--- config.mk ---
export PLATFORM = sky130hd
export DESIGN_NAME = spi_slave_flat
export DESIGN_NICKNAME = d
export VERILOG_FILES = /design/src/rtl/spi_slave_if.sv /design/src/rtl/spi_slave.sv /design/src/flat_wrapper.sv
export SDC_FILE = /design/constraint.sdc
export NUM_CORES = 1
export LEC_CHECK = 0
export CELL_PAD_IN_SITES_DETAIL_PLACEMENT = 1
export CELL_PAD_IN_SITES_GLOBAL_PLACEMENT = 2
export CORE_ASPECT_RATIO = 1.2
export CORE_MARGIN = 1
export CORE_UTILIZATION = 35
export CTS_CLUSTER_DIAMETER = 60
export DETAILED_ROUTE_END_ITERATION = 8
export PLACE_DENSITY = 0.84
export SLEW_MARGIN = 20
export SYNTH_ARGS = -nofsm -noshare
export SYNTH_HDL_FRONTEND = slang
export SYNTH_SLANG_ARGS = --single-unit
--- constraint.sdc ---
create_clock -name clk -period 2.5 [get_ports clk]
set_input_delay 0.5 -clock clk [delete_from_list [all_inputs] [get_ports clk]]
set_output_delay 0.5 -clock clk [all_outputs]
set_load 0.01 [all_outputs]
--- src/rtl/spi_slave_if.sv ---
// spi_slave_if: signal bundle between an SPI slave endpoint and its environment.
//   ss_n, MOSI         serial link from the SPI master
//   MISO, valid_MISO   serial reply to the SPI master
//   sready             slave idle and free for a new frame
//   rx_data, rx_valid  received frame and its 1-cycle strobe
//   tx_data, tx_valid  reply word offered by the local logic
// Modports: slave (the endpoint) and master (the environment driving it).
interface spi_slave_if #(
    parameter int RX_W = 10,
    parameter int TX_W = 8
);
    logic            ss_n;
    logic            MOSI;
    logic            MISO;
    logic            valid_MISO;
    logic            sready;
    logic [RX_W-1:0] rx_data;
    logic            rx_valid;
    logic [TX_W-1:0] tx_data;
    logic            tx_valid;

    modport slave (
        input  ss_n, MOSI, tx_data, tx_valid,
        output MISO, valid_MISO, sready, rx_data, rx_valid
    );

    modport master (
        output ss_n, MOSI, tx_data, tx_valid,
        input  MISO, valid_MISO, sready, rx_data, rx_valid
    );
endinterface

--- src/rtl/spi_slave.sv ---
// spi_slave: SPI slave endpoint. Deserialises an RX_W-bit MOSI frame (MSB
// first) into rx_data with a 1-cycle rx_valid. When the two top bits of the
// frame equal CMD_READ it waits for tx_valid, then serialises the TX_W-bit
// reply on MISO (MSB first) qualified by valid_MISO.
// Ports:
//   clk    in  SPI bit clock, all state updates on posedge
//   rst_n  in  synchronous reset, active-low
//   bus    slave modport of spi_slave_if (ss_n, MOSI, MISO, valid_MISO,
//          sready, rx_data, rx_valid, tx_data, tx_valid)
//
// state    | meaning
// ---------+-----------------------------------------------------------
// S_IDLE   | free; ss_n low starts a frame (no bit taken on that edge)
// S_RECV   | shifting in MOSI bits, MSB first
// S_WAIT_TX| read command received, waiting for tx_valid
// S_SEND   | driving reply bits on MISO
// S_HOLD   | frame finished, ignore MOSI until ss_n goes high
module spi_slave #(
    parameter int         RX_W     = 10,
    parameter int         TX_W     = 8,
    parameter logic [1:0] CMD_READ = 2'b11
) (
    input  logic      clk,
    input  logic      rst_n,
    spi_slave_if.slave bus
);

    localparam int CNT_W = $clog2((RX_W > TX_W) ? RX_W : TX_W);

    typedef enum logic [2:0] {
        S_IDLE,
        S_RECV,
        S_WAIT_TX,
        S_SEND,
        S_HOLD
    } state_t;

    state_t            state_q, state_d;
    logic [CNT_W-1:0]  cnt_q, cnt_d;
    // Only RX_W-1 bits are stored; the last bit comes straight from MOSI.
    logic [RX_W-2:0]   shift_q, shift_d;
    logic [RX_W-1:0]   shift_nxt;
    logic [RX_W-1:0]   rx_data_q, rx_data_d;
    logic              rx_valid_q, rx_valid_d;
    logic [TX_W-1:0]   tx_shift_q, tx_shift_d;
    logic              miso_q, miso_d;
    logic              valid_miso_q, valid_miso_d;

    always_ff @(posedge clk) begin
        if (!rst_n) begin
            state_q      <= S_IDLE;
            cnt_q        <= '0;
            shift_q      <= '0;
            rx_data_q    <= '0;
            rx_valid_q   <= 1'b0;
            tx_shift_q   <= '0;
            miso_q       <= 1'b0;
            valid_miso_q <= 1'b0;
        end else begin
            state_q      <= state_d;
            cnt_q        <= cnt_d;
            shift_q      <= shift_d;
            rx_data_q    <= rx_data_d;
            rx_valid_q   <= rx_valid_d;
            tx_shift_q   <= tx_shift_d;
            miso_q       <= miso_d;
            valid_miso_q <= valid_miso_d;
        end
    end

    always_comb begin
        state_d      = state_q;
        cnt_d        = cnt_q;
        shift_d      = shift_q;
        shift_nxt    = {shift_q, bus.MOSI};
        rx_data_d    = rx_data_q;
        rx_valid_d   = 1'b0;
        tx_shift_d   = tx_shift_q;
        miso_d       = miso_q;
        valid_miso_d = valid_miso_q;

        case (state_q)
            S_IDLE: begin
                if (!bus.ss_n) begin
                    state_d = S_RECV;
                    cnt_d   = '0;
                    shift_d = '0;
                end
            end

            S_RECV: begin
                if (bus.ss_n) begin
                    // Abort: partial frame is dropped, rx_data untouched.
                    state_d      = S_IDLE;
                    miso_d       = 1'b0;
                    valid_miso_d = 1'b0;
                end else begin
                    shift_d = shift_nxt[RX_W-2:0];
                    cnt_d   = cnt_q + CNT_W'(1);
                    if (cnt_q == CNT_W'(RX_W - 1)) begin
                        rx_data_d  = shift_nxt;
                        rx_valid_d = 1'b1;
                        if (shift_nxt[RX_W-1 -: 2] == CMD_READ) begin
                            state_d = S_WAIT_TX;
                        end else begin
                            state_d = S_HOLD;
                        end
                    end
                end
            end

            S_WAIT_TX: begin
                if (bus.ss_n) begin
                    state_d      = S_IDLE;
                    miso_d       = 1'b0;
                    valid_miso_d = 1'b0;
                end else if (bus.tx_valid) begin
                    // MSB goes out on the accepting edge; the rest queue up.
                    state_d      = S_SEND;
                    cnt_d        = '0;
                    miso_d       = bus.tx_data[TX_W-1];
                    valid_miso_d = 1'b1;
                    tx_shift_d   = {bus.tx_data[TX_W-2:0], 1'b0};
                end
            end

            S_SEND: begin
                if (bus.ss_n) begin
                    state_d      = S_IDLE;
                    miso_d       = 1'b0;
                    valid_miso_d = 1'b0;
                end else if (cnt_q == CNT_W'(TX_W - 1)) begin
                    state_d      = S_HOLD;
                    miso_d       = 1'b0;
                    valid_miso_d = 1'b0;
                end else begin
                    miso_d     = tx_shift_q[TX_W-1];
                    tx_shift_d = {tx_shift_q[TX_W-2:0], 1'b0};
                    cnt_d      = cnt_q + CNT_W'(1);
                end
            end

            S_HOLD: begin
                if (bus.ss_n) begin
                    state_d = S_IDLE;
                end
            end

            default: begin
                state_d      = S_IDLE;
                miso_d       = 1'b0;
                valid_miso_d = 1'b0;
            end
        endcase
    end

    assign bus.MISO       = miso_q;
    assign bus.valid_MISO = valid_miso_q;
    assign bus.rx_data    = rx_data_q;
    assign bus.rx_valid   = rx_valid_q;
    assign bus.sready     = (state_q == S_IDLE);

endmodule

--- src/flat_wrapper.sv ---
// flat-port wrapper written by rule: the top's interface ports become plain ports
module spi_slave_flat 
#(
    parameter int         RX_W     = 10,
    parameter int         TX_W     = 8,
    parameter logic [1:0] CMD_READ = 2'b11
)
  (clk, rst_n, bus_ss_n, bus_MOSI, bus_tx_data, bus_tx_valid, bus_MISO, bus_valid_MISO, bus_sready, bus_rx_data, bus_rx_valid);
  spi_slave_if #(.RX_W(RX_W), .TX_W(TX_W)) bus_i ();
  input  logic clk;
  input  logic rst_n;
  input wire logic [$bits(bus_i.ss_n)-1:0] bus_ss_n;
  input wire logic [$bits(bus_i.MOSI)-1:0] bus_MOSI;
  input wire logic [$bits(bus_i.tx_data)-1:0] bus_tx_data;
  input wire logic [$bits(bus_i.tx_valid)-1:0] bus_tx_valid;
  output wire logic [$bits(bus_i.MISO)-1:0] bus_MISO;
  output wire logic [$bits(bus_i.valid_MISO)-1:0] bus_valid_MISO;
  output wire logic [$bits(bus_i.sready)-1:0] bus_sready;
  output wire logic [$bits(bus_i.rx_data)-1:0] bus_rx_data;
  output wire logic [$bits(bus_i.rx_valid)-1:0] bus_rx_valid;
  assign bus_i.ss_n = bus_ss_n;
  assign bus_i.MOSI = bus_MOSI;
  assign bus_i.tx_data = bus_tx_data;
  assign bus_i.tx_valid = bus_tx_valid;
  assign bus_MISO = bus_i.MISO;
  assign bus_valid_MISO = bus_i.valid_MISO;
  assign bus_sready = bus_i.sready;
  assign bus_rx_data = bus_i.rx_data;
  assign bus_rx_valid = bus_i.rx_valid;
  spi_slave #(.RX_W(RX_W), .TX_W(TX_W), .CMD_READ(CMD_READ)) u_core (.clk(clk), .rst_n(rst_n), .bus(bus_i));
endmodule
* After elaboration in Yosys (flattened, before gate mapping)
Index checks and enable logic that the tools add are counted.
** Word-level totals
- Bits in registers :: 37
- Output and inout bits :: 14
- Word-level logic and storage cells :: 81
** Operators by class
- $add $sub $neg :: 1
- Equality and inequality tests :: 18
- Multiplexer cells :: 37
- Bitwise logic cells :: 4
- Reduce and logical (&&, ||, !) cells :: 13
** Operators with widths (number)
- $mux 8 :: 4
- $mux 3 :: 9
- $mux 4 :: 6
- $mux 9 :: 2
- $pmux 9 s2 :: 1
- $ne 2x2->1 const B :: 8
- $pmux 4 s4 :: 1
- $pmux 8 s2 :: 1
- $pmux 3 s5 :: 1
- $mux 1 :: 10
- $reduce_and 5->1 :: 2
- $reduce_and 3->1 :: 3
- $pmux 1 s4 :: 2
- $reduce_and 7->1 :: 1
- $eq 3x2->1 const B :: 2
- $ne 3x2->1 const B :: 2
- $add 4x1->4 const B :: 1
- $eq 4x3->1 const B :: 1
- $eq 4x4->1 const B :: 1
- $not 1->1 :: 4
- $reduce_and 4->1 :: 1
- $reduce_bool 2->1 :: 2
- $reduce_bool 4->1 :: 1
- $eq 3x1->1 const B :: 1
- 6 further kinds :: 6

* Longest topological paths before layout
- Word-level depth :: 5
- Depth in mapped cells :: 6
- Gate-level depth less buffers :: 5

* Least setup slack after synthesis
Ideal clock, no wire load.
- Path type :: reg2out
- Start :: register u_core.state_q[0]
- End :: output bus_sready
- Arrival :: 0.993 ns
- Path slack :: 1.007 ns
- Cell stages (with the launch flop) :: 4
- Buffers on the path :: 2
- Cells stage by stage :: dfxtp_1 > buf_2 > buf_2 > nor3_1
** On the way
- Word-level cells in the longest chain between the ends :: 1
** RTL lines
- start, declared :: RTL line spi_slave.sv:38 : state_t state_q, state_d;
- start signal, assigned :: RTL line spi_slave.sv:60 : state_q <= state_d;
- $logic_not 3->1 :: RTL line spi_slave.sv:161 : assign bus.sready = (state_q == S_IDLE);
- end, declared :: RTL line flat_wrapper.sv:18 : output wire logic [$bits(bus_i.sready)-1:0] bus_sready;
Every way passes these cells.

* Worst setup path after layout
- Start :: register u_core.state_q[1]
- End :: output bus_sready
Same word-level chain as after synthesis.

==> impl_metrics.env <==
export IMPL_status="finished clean"
export IMPL_fin_cells=286
export IMPL_core_area_um2=4940
export IMPL_synth_top_area_cell="dfxtp_1"
export IMPL_syn_nets=213
export IMPL_cts_tree="done"
export IMPL_synthTopCellsByArea="dfxtp_1 (40%), a21oi_1 (6.1%), nand3_1 (5.5%)"
export IMPL_place_gp_congestion=0.798
export IMPL_nets=240
export IMPL_grt_overflow=0
export IMPL_clk_latency_ps=290
export IMPL_power_leakage_uw=0.000792
export IMPL_syn_area_per_cell_um2=9.12
export IMPL_synthAdderAreaFrac_pct=1.39
export IMPL_die_area_um2=5450
export IMPL_drive_above_1_share_pct=15.5
export IMPL_fin_skew_ps=9.29
export IMPL_worst_path_max_fanout=3
export IMPL_synth_edf_count=0
export IMPL_synth_top_family_by_area="simple AND/OR/NAND/NOR gates"
export IMPL_die_w_um=67.6
export IMPL_routedWlPerCell_um=17.9
export IMPL_synth_seq_cells=36
export IMPL_rsz0062_at_grt="no"
export IMPL_synth_cells=198
export IMPL_dp_cells=278
export IMPL_die_y_um=80.7
export IMPL_ir_worst_vdd_mv=0.332
export IMPL_asyncSetResetFlopFracSynth_pct=0
export IMPL_area_growth_pct=22.6
export IMPL_cts_sinks=36
export IMPL_startpoint_type="flip-flop"
export IMPL_cts_setup_buffers=0
export IMPL_track_usage_pct=21.1
export IMPL_place_ws_ps=416
export IMPL_synth_ff_type="dfxtp_1"
export IMPL_netlist_area_um2=1810
export IMPL_vias_per_cell=5.68
export IMPL_yosysSeqAreaShare_pct=39.9
export IMPL_setup_viol=0
export IMPL_finalCritPeriodShare_pct=79.1
export IMPL_finalHoldViolations=0
export IMPL_place_hpwl_um=3580
export IMPL_cts_hold_buffers=0
export IMPL_worst_slew_pin_slew_ps=663
export IMPL_vias=1624
export IMPL_clockBufferDepth=2
export IMPL_grt_pass1_wl_um=8510
export IMPL_hold_class="reg2reg"
export IMPL_yosysTopAreaCellShare_pct=39.9
export IMPL_io_pins=27
export IMPL_synth_compound_area_share_pct=22.8
export IMPL_synthMuxAreaShare_pct=3.88
export IMPL_ys_types=49
export IMPL_synthSimpleGateAreaFrac_pct=25.0
export IMPL_post_synth_xor_area_fraction_pct=0
export IMPL_synth_warnings=0
export IMPL_fmax_ghz=0.505
export IMPL_path_class="reg2out"
export IMPL_dr_pass1_iters=4
export IMPL_drcViolationCount=0
export IMPL_fin_crit_ps=1980
export IMPL_end_kind="primary output"
export IMPL_critical_path_arrival_ps=1480
export IMPL_hold_ws_ps=479
export IMPL_relSlewSlack_pct=55.5
export IMPL_numCtsBuffers=5
export IMPL_rows=28
export IMPL_ctsRootBufferMaster="clkbuf_8"
export IMPL_pwr_density_cell_nw_per_um2=498
export IMPL_setup_ws_ps=522
export IMPL_power_uw=1100
export IMPL_path_clk_slew_ps=70
export IMPL_ant_nets=0
export IMPL_antenna_found_initial=0
export IMPL_grt_pass1_vias=1755
export IMPL_wl_um=5120
export IMPL_timing_max_cap_violations=0
export IMPL_htree_levels=2
export IMPL_port_buffers=26
export IMPL_drv_slew=0
export IMPL_start_util_pct=36.6
export IMPL_required_ps=2000
export IMPL_drt_iter0_drc=70
export IMPL_diodes=0
export IMPL_cts_resized=0
export IMPL_grt_max_degree=17
export IMPL_fin_tns_setup_ps=0
## cells in the mapped netlist (2+ instances only)
cell type  instances
nand2_1           19
o21ai_1           12
nor4_1             2
a21oi_1           22
nor2_1             4
and4b_1            2
a211oi_2           7
nand4bb_1          2
buf_6              4
buf_2              9
nand3_1           20
a31oi_1            7
ha_1               2
dfxtp_1           36
mux2i_1            7
nor3b_4            2
clkbuf_1           5
inv_1              5
## kinds of logic (layout without fill, tap and decap cells)
| group | after synthesis | count (layout) |
|---|---|---|
| adder cells (fa/ha/maj) | 2 | 2 |
| AO/OA/AOI/OAI | 60 | 60 |
| multiplexers | 7 | 7 |
| buffers and inverters | 23 | 51 |
| AND/OR/NAND/NOR | 70 | 70 |
| flip-flops | 36 | 36 |
## area by class of cell
class                   count  area (um^2)
clock inverters             2         10.0
well taps                  60         75.1
clock buffers               6         82.6
inverters                   5         18.8
repair buffers             38          350
fillers                   576         2720
flip-flops and latches     36          721
multi-input cells         139          958
## power by group
group | switching, uW | total [uW] | internal (uW)
sequential | 2.49 | 578 | 575
clock | 216 | 436 | 220
combinational | 50.7 | 90.5 | 39.7
## final timing paths
check                                       start           endpoint  slack [ps]  cells after the start
worst max-delay path            u_core.state_q[1]         bus_sready         520                      2
worst min-delay path              u_core.bus.MISO    u_core.bus.MISO         480                      2
worst max register to register    u_core.cnt_q[0]  u_core.state_q[1]         630                      4
worst min register to register    u_core.bus.MISO    u_core.bus.MISO         480                      2
## layout by cell type, fill, tap and decap left out, drive strengths merged, types with 2 or more instances in the layout
cell type / Yosys / routed
a211oi: 8 / 8
a21oi: 22 / 22
a31oi: 7 / 7
and4b: 2 / 2
buf: 13 / 12
clkbuf: 5 / 6
clkdlybuf4s50: 0 / 26
clkinv: 0 / 2
dfxtp: 36 / 36
ha: 2 / 2
inv: 5 / 5
mux2i: 7 / 7
nand2: 19 / 19
nand3: 20 / 20
nand3b: 2 / 2
nand4b: 2 / 2
nand4bb: 2 / 2
nor2: 4 / 4
nor3: 2 / 2
nor3b: 3 / 3
nor4: 2 / 2
o21ai: 13 / 13
or2: 2 / 2
## routing by layer
layer	global-route usage [%]	up-vias	routed length, um
met3	4.83	10	166
met5	0	-	0
met1	24.7	803	2230
li1	-	785	-
met2	36.6	26	2630
met4	7.23	0	93
## per-stage QoR
step,utilization (%),area (um^2)
finish,44.9,2220
global route,44.9,2220
CTS,44.9,2220
floorplan,-,1810
detailed placement,43.0,2120
global placement,43.0,2120
## sequential cells by signal (all words and copies together) (netlist names)
signal and flops:
u_core.shift_q 9, u_core.bus.valid_MISO 1, u_core.tx_shift_q 7, u_core.cnt_q 4
u_core.bus.rx_data 10, u_core.bus.MISO 1, u_core.state_q 3, u_core.bus.rx_valid 1
## critical path, stage by stage, from the launching register on
cell and delay [ps]:
dfxtp_1 360, nor3_1 250, clkdlybuf4s50_1 590
(Power assumes the default switching activity.)
